`src/rtl/dadda_pkg.sv`:
```
// Shared definitions for the Dadda multiplier MAC datapath.
package dadda_pkg;

    // Width of an unsigned product coming out of the 8x8 Dadda multiplier.
    localparam int unsigned PROD_W = 16;

    // Frame FSM: ACC collects products, OUT presents the closed frame result.
    typedef enum logic {
        ACC = 1'b0,
        OUT = 1'b1
    } state_e;

endpackage

```
`src/rtl/dadda_mac_accumulator_if.sv`:
```
// Product-in / result-out handshake bundle for the MAC accumulator.
interface dadda_mac_accumulator_if #(
    parameter int unsigned PROD_W = dadda_pkg::PROD_W,
    parameter int unsigned ACC_W  = 24,
    parameter int unsigned CNT_W  = 8
);
    logic              in_valid;
    logic              in_ready;
    logic [PROD_W-1:0] in_prod;
    logic              in_last;
    logic              out_valid;
    logic              out_ready;
    logic [ACC_W-1:0]  out_acc;
    logic [CNT_W-1:0]  out_count;
    logic              out_ovf;

    // Producer of products and consumer of frame results.
    modport master (
        output in_valid, in_prod, in_last, out_ready,
        input  in_ready, out_valid, out_acc, out_count, out_ovf
    );

    // The accumulator block itself.
    modport slave (
        input  in_valid, in_prod, in_last, out_ready,
        output in_ready, out_valid, out_acc, out_count, out_ovf
    );
endinterface

```
`src/rtl/dadda_mac_accumulator_fa_cell.sv`:
```
// Single-bit full adder cell used to build ripple-carry adders.
module fa_cell (
    input  logic a,
    input  logic b,
    input  logic cin,
    output logic sum,
    output logic cout
);
    assign sum  = a ^ b ^ cin;
    assign cout = (a & b) | (cin & (a ^ b));
endmodule

```
`src/rtl/dadda_mac_accumulator_rca_adder.sv`:
```
// W-bit ripple-carry adder built by chaining full-adder cells.
module rca_adder #(
    parameter int unsigned W = 24
) (
    input  logic [W-1:0] a,
    input  logic [W-1:0] b,
    input  logic         cin,
    output logic [W-1:0] sum,
    output logic         cout
);
    logic [W:0] carry;

    assign carry[0] = cin;

    for (genvar i = 0; i < W; i++) begin : g_bit
        fa_cell u_fa (
            .a    (a[i]),
            .b    (b[i]),
            .cin  (carry[i]),
            .sum  (sum[i]),
            .cout (carry[i+1])
        );
    end

    assign cout = carry[W];
endmodule

```
`src/rtl/dadda_mac_accumulator.sv`:
```
// Multiply-accumulate back end: sums a frame of unsigned products into a wide
// accumulator and presents sum, product count and sticky overflow per frame.
// ACC_W must be at least PROD_W.
module dadda_mac_accumulator #(
    parameter int unsigned PROD_W = dadda_pkg::PROD_W,
    parameter int unsigned ACC_W  = 24,
    parameter int unsigned CNT_W  = 8
) (
    input  logic                   clk,
    input  logic                   rst,
    dadda_mac_accumulator_if.slave bus
);
    import dadda_pkg::*;

    state_e           state_q, state_d;
    logic [ACC_W-1:0] acc_q, acc_d;
    logic [CNT_W-1:0] cnt_q, cnt_d;
    logic             ovf_q, ovf_d;
    logic             rdy_q;
    logic             load_out;

    logic [ACC_W-1:0] addend;
    logic [ACC_W-1:0] sum;
    logic             carry;
    logic [CNT_W-1:0] cnt_inc;
    logic             in_ready;
    logic             fire;

    logic [ACC_W-1:0] out_acc_q;
    logic [CNT_W-1:0] out_cnt_q;
    logic             out_ovf_q;

    assign addend  = ACC_W'(bus.in_prod);
    // Counter saturates at all-ones; acc and ovf keep updating regardless.
    assign cnt_inc = (&cnt_q) ? cnt_q : cnt_q + 1'b1;

    // rdy_q holds in_ready low through reset and for the first edge after it.
    assign in_ready = rdy_q & (state_q == ACC);
    assign fire     = bus.in_valid & in_ready;

    rca_adder #(
        .W (ACC_W)
    ) u_rca_adder (
        .a    (acc_q),
        .b    (addend),
        .cin  (1'b0),
        .sum  (sum),
        .cout (carry)
    );

    // Next-state and accumulator update for the frame FSM.
    always_comb begin
        state_d  = state_q;
        acc_d    = acc_q;
        cnt_d    = cnt_q;
        ovf_d    = ovf_q;
        load_out = 1'b0;
        case (state_q)
            ACC: begin
                if (fire) begin
                    acc_d = sum;
                    cnt_d = cnt_inc;
                    ovf_d = ovf_q | carry;
                    if (bus.in_last) begin
                        load_out = 1'b1;
                        state_d  = OUT;
                    end
                end
            end
            OUT: begin
                if (bus.out_ready) begin
                    acc_d   = '0;
                    cnt_d   = '0;
                    ovf_d   = 1'b0;
                    state_d = ACC;
                end
            end
            default: state_d = ACC;
        endcase
    end

    // FSM state and running frame registers.
    always_ff @(posedge clk or posedge rst) begin
        if (rst) begin
            state_q <= ACC;
            acc_q   <= '0;
            cnt_q   <= '0;
            ovf_q   <= 1'b0;
        end else begin
            state_q <= state_d;
            acc_q   <= acc_d;
            cnt_q   <= cnt_d;
            ovf_q   <= ovf_d;
        end
    end

    // Input-ready enable, set on the first edge out of reset.
    always_ff @(posedge clk or posedge rst) begin
        if (rst) begin
            rdy_q <= 1'b0;
        end else begin
            rdy_q <= 1'b1;
        end
    end

    // Result registers, loaded only when the last product of a frame lands.
    always_ff @(posedge clk or posedge rst) begin
        if (rst) begin
            out_acc_q <= '0;
            out_cnt_q <= '0;
            out_ovf_q <= 1'b0;
        end else if (load_out) begin
            out_acc_q <= acc_d;
            out_cnt_q <= cnt_d;
            out_ovf_q <= ovf_d;
        end
    end

    assign bus.in_ready  = in_ready;
    assign bus.out_valid = (state_q == OUT);
    assign bus.out_acc   = out_acc_q;
    assign bus.out_count = out_cnt_q;
    assign bus.out_ovf   = out_ovf_q;
endmodule

```
`src/flat_wrapper.sv`:
```
// flat-port wrapper written by rule: the top's interface ports become plain ports
module dadda_mac_accumulator_flat import dadda_pkg::*;
#(
    parameter int unsigned PROD_W = dadda_pkg::PROD_W,
    parameter int unsigned ACC_W  = 24,
    parameter int unsigned CNT_W  = 8
)
  (clk, rst, bus_in_valid, bus_in_prod, bus_in_last, bus_out_ready, bus_in_ready, bus_out_valid, bus_out_acc, bus_out_count, bus_out_ovf);
  dadda_mac_accumulator_if #(.PROD_W(PROD_W), .ACC_W(ACC_W), .CNT_W(CNT_W)) bus_i ();
  input  logic clk;
  input  logic rst;
  input wire logic [$bits(bus_i.in_valid)-1:0] bus_in_valid;
  input wire logic [$bits(bus_i.in_prod)-1:0] bus_in_prod;
  input wire logic [$bits(bus_i.in_last)-1:0] bus_in_last;
  input wire logic [$bits(bus_i.out_ready)-1:0] bus_out_ready;
  output wire logic [$bits(bus_i.in_ready)-1:0] bus_in_ready;
  output wire logic [$bits(bus_i.out_valid)-1:0] bus_out_valid;
  output wire logic [$bits(bus_i.out_acc)-1:0] bus_out_acc;
  output wire logic [$bits(bus_i.out_count)-1:0] bus_out_count;
  output wire logic [$bits(bus_i.out_ovf)-1:0] bus_out_ovf;
  assign bus_i.in_valid = bus_in_valid;
  assign bus_i.in_prod = bus_in_prod;
  assign bus_i.in_last = bus_in_last;
  assign bus_i.out_ready = bus_out_ready;
  assign bus_in_ready = bus_i.in_ready;
  assign bus_out_valid = bus_i.out_valid;
  assign bus_out_acc = bus_i.out_acc;
  assign bus_out_count = bus_i.out_count;
  assign bus_out_ovf = bus_i.out_ovf;
  dadda_mac_accumulator #(.PROD_W(PROD_W), .ACC_W(ACC_W), .CNT_W(CNT_W)) u_core (.clk(clk), .rst(rst), .bus(bus_i));
endmodule
```
`config.mk`:
```
export PLATFORM = sky130hd
export DESIGN_NAME = dadda_mac_accumulator_flat
export DESIGN_NICKNAME = d
export VERILOG_FILES = /design/src/rtl/dadda_pkg.sv /design/src/rtl/dadda_mac_accumulator_if.sv /design/src/rtl/dadda_mac_accumulator_fa_cell.sv /design/src/rtl/dadda_mac_accumulator_rca_adder.sv /design/src/rtl/dadda_mac_accumulator.sv /design/src/flat_wrapper.sv
export SDC_FILE = /design/constraint.sdc
export NUM_CORES = 1
export LEC_CHECK = 0
export BUFFER_PORTS_ARGS = -buffer_cell sky130_fd_sc_hd__buf_2
export CORE_MARGIN = 3
export CORE_UTILIZATION = 51
export CTS_CLUSTER_DIAMETER = 200
export DETAILED_ROUTE_END_ITERATION = 10
export GPL_ROUTABILITY_DRIVEN = 0
export PLACE_DENSITY_LB_ADDON = 0.25
export SETUP_SLACK_MARGIN = 0.02
export SLEW_MARGIN = 10
export SYNTH_ARGS = -nofsm -noshare
export SYNTH_HDL_FRONTEND = slang
export SYNTH_SLANG_ARGS = --single-unit
```
`constraint.sdc`:
```
create_clock -name clk -period 8.58 [get_ports clk]
set_clock_uncertainty 0.2 [all_clocks]
set_input_delay 1.287 -clock clk [delete_from_list [all_inputs] [get_ports clk]]
set_output_delay 1.287 -clock clk [all_outputs]
set_load 0.05 [all_outputs]
```
# After elaboration in Yosys (flattened, before gate mapping)
# Index checks and enable logic that the tools add are counted.
[totals]
ff_bits = 68
wordCells = 122
[classes]
add_sub_neg = 1
mux = 15
bitwise_logic = 97
n_reduce_logical = 1
[op_table]
columns = ["cell", "n"]
rows = [
  ["24-bit 2-to-1 mux", 2],
  ["24-bit one-hot mux with 2 select lines", 1],
  ["1-bit AND", 41],
  ["1-bit XOR", 39],
  ["8-bit 2-to-1 mux", 3],
  ["1-bit OR", 16],
  ["8-bit one-hot mux with 2 select lines", 1],
  ["8-bit by 1-bit adder with 8-bit output (second input constant)", 1],
  ["8-bit AND reduction", 1],
  ["1-bit 2-to-1 mux", 6],
  ["1-bit one-hot mux with 2 select lines", 2],
  ["1-bit inverter", 1],
]

# Longest topological paths before layout
[depth]
ltp_word = 42
ltp_mapped = 29
depth_no_buf = 29

# By module
# Synthesis repeated with hierarchy kept, for this count alone.
[hier_totals]
cells_unflattened = 324
area_unflattened_um2 = 3487.1
[by_module_without_submodules]
columns = ["module", "instances", "cells_each", "area_each_um2"]
rows = [
  ["dadda_mac_accumulator", 1, 300, 3006.6],
  ["fa_cell", 24, 1, 20.0],
]

# Least setup slack after synthesis
# Ideal clock, no wire load.
[synth_path]
path_kind = "input to register"
startpoint = "input bus_in_prod[0]"
endpoint = "register u_core.acc_q[23]"
setup_ns = 0.131
arrival_time_ns = 9.361
required_ns = 8.249
path_slack_ns = -1.112
stages = 28
n_path_buf = 0
cell_sequence = "ha_1 -> fa_1 -> fa_1 -> fa_1 -> fa_1 -> fa_1 -> fa_1 -> fa_1 -> fa_1 -> fa_1 -> fa_1 -> fa_1 -> fa_1 -> fa_1 -> fa_1 -> inv_1 -> fa_1 -> inv_1 -> ha_1 -> ha_1 -> ha_1 -> ha_1 -> ha_1 -> ha_1 -> ha_1 -> ha_1 -> mux2i_1 -> o21ai_1"
[synth_between]
elab_chain_cells = 41
[synth_lines]
columns = ["item", "line", "text"]
rows = [
  ["start, declared", "flat_wrapper.sv:13", "input wire logic [$bits(bus_i.in_prod)-1:0] bus_in_prod;"],
  ["1-bit AND (2 in a row)", "dadda_mac_accumulator_fa_cell.sv:10", "assign cout = (a & b) | (cin & (a ^ b));"],
  ["1-bit OR", "dadda_mac_accumulator_fa_cell.sv:10", ""],
  ["1-bit AND", "dadda_mac_accumulator_fa_cell.sv:10", ""],
  ["1-bit OR", "dadda_mac_accumulator_fa_cell.sv:10", ""],
  ["1-bit AND", "dadda_mac_accumulator_fa_cell.sv:10", ""],
  ["1-bit OR", "dadda_mac_accumulator_fa_cell.sv:10", ""],
  ["1-bit AND", "dadda_mac_accumulator_fa_cell.sv:10", ""],
  ["1-bit OR", "dadda_mac_accumulator_fa_cell.sv:10", ""],
  ["[... 19 more ...]", "-", ""],
  ["1-bit OR", "dadda_mac_accumulator_fa_cell.sv:10", ""],
  ["1-bit AND", "dadda_mac_accumulator_fa_cell.sv:10", ""],
  ["1-bit OR", "dadda_mac_accumulator_fa_cell.sv:10", ""],
  ["1-bit AND (7 in a row)", "dadda_mac_accumulator_fa_cell.sv:10", ""],
  ["1-bit XOR", "dadda_mac_accumulator_fa_cell.sv:9", "assign sum = a ^ b ^ cin;"],
  ["24-bit 2-to-1 mux", "dadda_mac_accumulator.sv:60", "if (fire) begin"],
  ["24-bit one-hot mux with 2 select lines", "dadda_mac_accumulator.sv:58", "case (state_q)"],
  ["named net u_core.acc_d[23]", "dadda_mac_accumulator.sv:16", "logic [ACC_W-1:0] acc_q, acc_d;"],
  ["end signal, assigned", "dadda_mac_accumulator.sv:86", "acc_q <= '0;"],
  ["end signal, assigned", "dadda_mac_accumulator.sv:91", "acc_q <= acc_d;"],
  ["end, declared", "dadda_mac_accumulator.sv:16", ""],
]
# The timed path passes the listed nets, and every way through them passes these cells.
# A chain may end at the register's enable or synchronous reset.

# Worst setup path after layout
# Ends and elaborated chain as after synthesis.

==> results.yml <==
global_routing:
  grt_pass1_wl_um: 11800
  grt_max_degree: 69
  antenna_found_initial: 0
  grt_overflow_total: 0
  grt_pass1_vias: 2440
  gr-usage-all-layers: 0.201
run_status:
  outcome: "complete, but fails checks"
  violations: "setup timing"
cts:
  clock_sinks: 68
  clockBufferDepth: 2
  cts_root_buffer: "clkbuf_8"
  cts_tree: "done"
  cts_buffers: 9
  insertion_delay_ns: 0.33
  htreeDepth: 3
  cts.clk_slew.worst_paths_ns: 0.07
power:
  sw_frac_of_total: 0.432
  p_per_area_nw_per_um2: 314
  power_frac_comb: 0.425
  p_switching_w: 0.000546
  p_int_w: 0.000718
  power_frac_seq: 0.392
  p_clk_frac: 0.183
  peakVddDrop_mv: 0.222
  power_leakage_nw: 2.04
critical_path:
  crit_fanout: 2
  cp-startpoint: "bus_in_prod[0]"
  rr_worst_depth: 28
  slowest_stage: "fa_2"
  cp-endpoint: "u_core.acc_q[23]"
  cp_slowest_stage_delay_ns: 0.38
  crit_family: "adder cells"
  path_buf_inv: 3
  criticalPathCategory: "in2reg"
  cp_common_cell: "fa_2"
  critical_path.endpoint_type: "flop"
  r2r_slack_ns: 0.58
  critPathArrivalTime_ns: 8.60
  cp.required_ns: 8.56
  r2r-end: "u_core.acc_q[23]"
  crit_cells: 29
  r2r_start: "u_core.acc_q[0]"
  start_kind: "input port"
flow_run:
  cap_violations: 0
synthesis:
  syn_area_um2: 3390
  synth_top_cell_area_share: 0.502
  seq_area_frac_synth: 0.502
  synth-edff-count: 0
  syn_inst: 327
  synth_seq_cells: 68
  synthArstFlopShare: 1.00
  ys.flop_type: "dfrtp_1"
  synth_nets: 373
  yosys.area.top_type: "dfrtp_1"
  syn_area_per_cell_um2: 10.4
  synthTopCellsByArea: "dfrtp_1 (50%), nand2_1 (12%), fa_1 (8.9%)"
  synthDistinctLibCells: 40
  yosys_warnings: 0
route:
  ant_nets: 0
  num_vias: 2468
  vias_per_cell: 5.37
  wl_um: 6910
  drtIter0Drc: 138
  wl_per_cell_um: 15.0
  drt-pass1-iter-count: 5
  drc: 0
timing:
  worst_pin_slew_ns: 1.14
  period_needed_ns: 8.62
  hold-worst-slack_ns: 0.270
  rsz0062_at_grt: "true"
  post-route-period-util: 1.00
  setup_slack_ns: -0.0402
  slew_violations: 0
  hold_viol: 0
  relSlewSlack: 0.236
  finalSetupViolCount: 2
  max_freq_mhz: 116
placement:
  dpl.hpwl_um: 4720
  dpl.cell_count: 445
  portBuffers: 55
  place_ws_ns: -0.450
  place_area_um2: 3850
hold_path:
  hold_class: "reg2reg"
  worstHoldPathCells: 2
layout:
  drive_gt1_frac: 0.279
  syn2layout_area_growth_pct: 18.8
  final_common_cell: "nand2_1"
  final_area_um2: 4030
  nets: 425
  final_util: 0.630
  final-seq-area_um2: 1700
  n_fill_cell: 529
  antenna_cells: 0
  multi_input_area_um2: 1730
  instances_no_fill: 460
  layout_common_cells: "nand2_1 (107), dfrtp_1 (68), buf_2 (54), mux2i_1 (25), o21ai_1 (18)"
die:
  core_um2: 6390
  ios: 56
  die_y_um: 87.5
  die_area_um2: 7660
  initial_core_util: 0.531
  die_x_um: 87.5
  rows: 29
## layout make-up
class	instances	share of cell area
Multi-Input combinational cell	236	0.430
Clock inverter	2	0.00249
Tap cell	77	0.0239
Sequential cell	68	0.423
Clock buffer	13	0.0395
Inverter	7	0.00653
Timing Repair Buffer	57	0.0746
## cells in the mapped netlist, types with 2 or more instances
| cell type | number |
|---|---|
| o211ai_1 | 4 |
| ha_1 | 10 |
| dfrtp_1 | 68 |
| fa_1 | 15 |
| mux2i_1 | 25 |
| o21ai_0 | 13 |
| buf_2 | 6 |
| o21ai_1 | 18 |
| a31oi_1 | 4 |
| nand2_1 | 107 |
| or3_1 | 3 |
| buf_4 | 3 |
| nor2_1 | 6 |
| clkbuf_1 | 7 |
| and2_1 | 2 |
| inv_1 | 7 |
| nand3_1 | 5 |
| nor3_1 | 2 |
## metrics by stage
stage / total power (W) / TNS, ns
finish: 0.00126 / -0.0405
global route: 0.00136 / -0.745
CTS: 0.00128 / -0.132
detailed placement: 0.00105 / -2.14
global placement: 0.00102 / -1.63
floorplan: 0.000909 / -0.184
## sequential cells by signal (all words and copies together), names as in the netlist
| register | flops |
|---|---|
| u_core.rdy_q | 1 |
| u_core.bus.out_acc | 24 |
| u_core.acc_q | 24 |
| u_core.bus.out_valid | 1 |
| u_core.bus.out_ovf | 1 |
| u_core.bus.out_count | 8 |
| u_core.ovf_q | 1 |
| u_core.cnt_q | 8 |
## power by group through the flow
| stage | clock (W) | combinational, W | sequential (W) |
|---|---|---|---|
| after floorplan | 0 | 0.000240 | 0.000669 |
| after global placement | 0 | 0.000530 | 0.000494 |
| after detailed placement | 0 | 0.000545 | 0.000501 |
| after CTS | 0.000237 | 0.000547 | 0.000496 |
| after global routing | 0.000254 | 0.000595 | 0.000509 |
| final | 0.000231 | 0.000536 | 0.000495 |
## worst register-to-register path, delay by kind of cell (launching register included)
kind,cells,cell delay (ns)
mux,1,0.13
buf+inv,2,0.11
flops,1,0.42
compound gates,1,0.08
fa+ha+maj,24,6.94
## routing by layer
metal | track usage | part of all wire
met5 | 0 | 0
met4 | 0.0921 | 0.016
met3 | 0.0369 | 0.043
met2 | 0.329 | 0.50
met1 | 0.262 | 0.44
## cells by family after synthesis
logic type      count (synthesis)  synth area share
flops                          68             0.502
buf+inv                        23            0.0310
mux                            27            0.0805
fa+ha+maj                      25             0.126
simple gates                  138             0.182
compound gates                 45            0.0772
other cells                     1           0.00111
## how the worst min path moves through the flow
| stage | start | to | slack, ns |
|---|---|---|---|
| after floorplan | u_core.acc_q[15] | u_core.acc_q[15] | 0.27 |
| after global routing | u_core.bus.out_acc[13] | u_core.bus.out_acc[13] | 0.30 |
| after detailed placement | u_core.bus.out_acc[13] | u_core.bus.out_acc[13] | 0.26 |
| after global placement | u_core.bus.out_acc[22] | u_core.bus.out_acc[22] | 0.25 |
| final | u_core.bus.out_acc[13] | u_core.bus.out_acc[13] | 0.27 |
| after CTS | u_core.bus.out_acc[13] | u_core.bus.out_acc[13] | 0.27 |
## what timing repair did
| action | 4_1_cts | 5_1_grt |
|---|---|---|
| setup endpoints to repair | 3 | 5 |
| resized for setup | 2 | 1 |
| setup buffers | 0 | 0 |
| hold buffers | 0 | 0 |
| pin swaps | 1 | 2 |
Power figures use the tool's default switching activity.
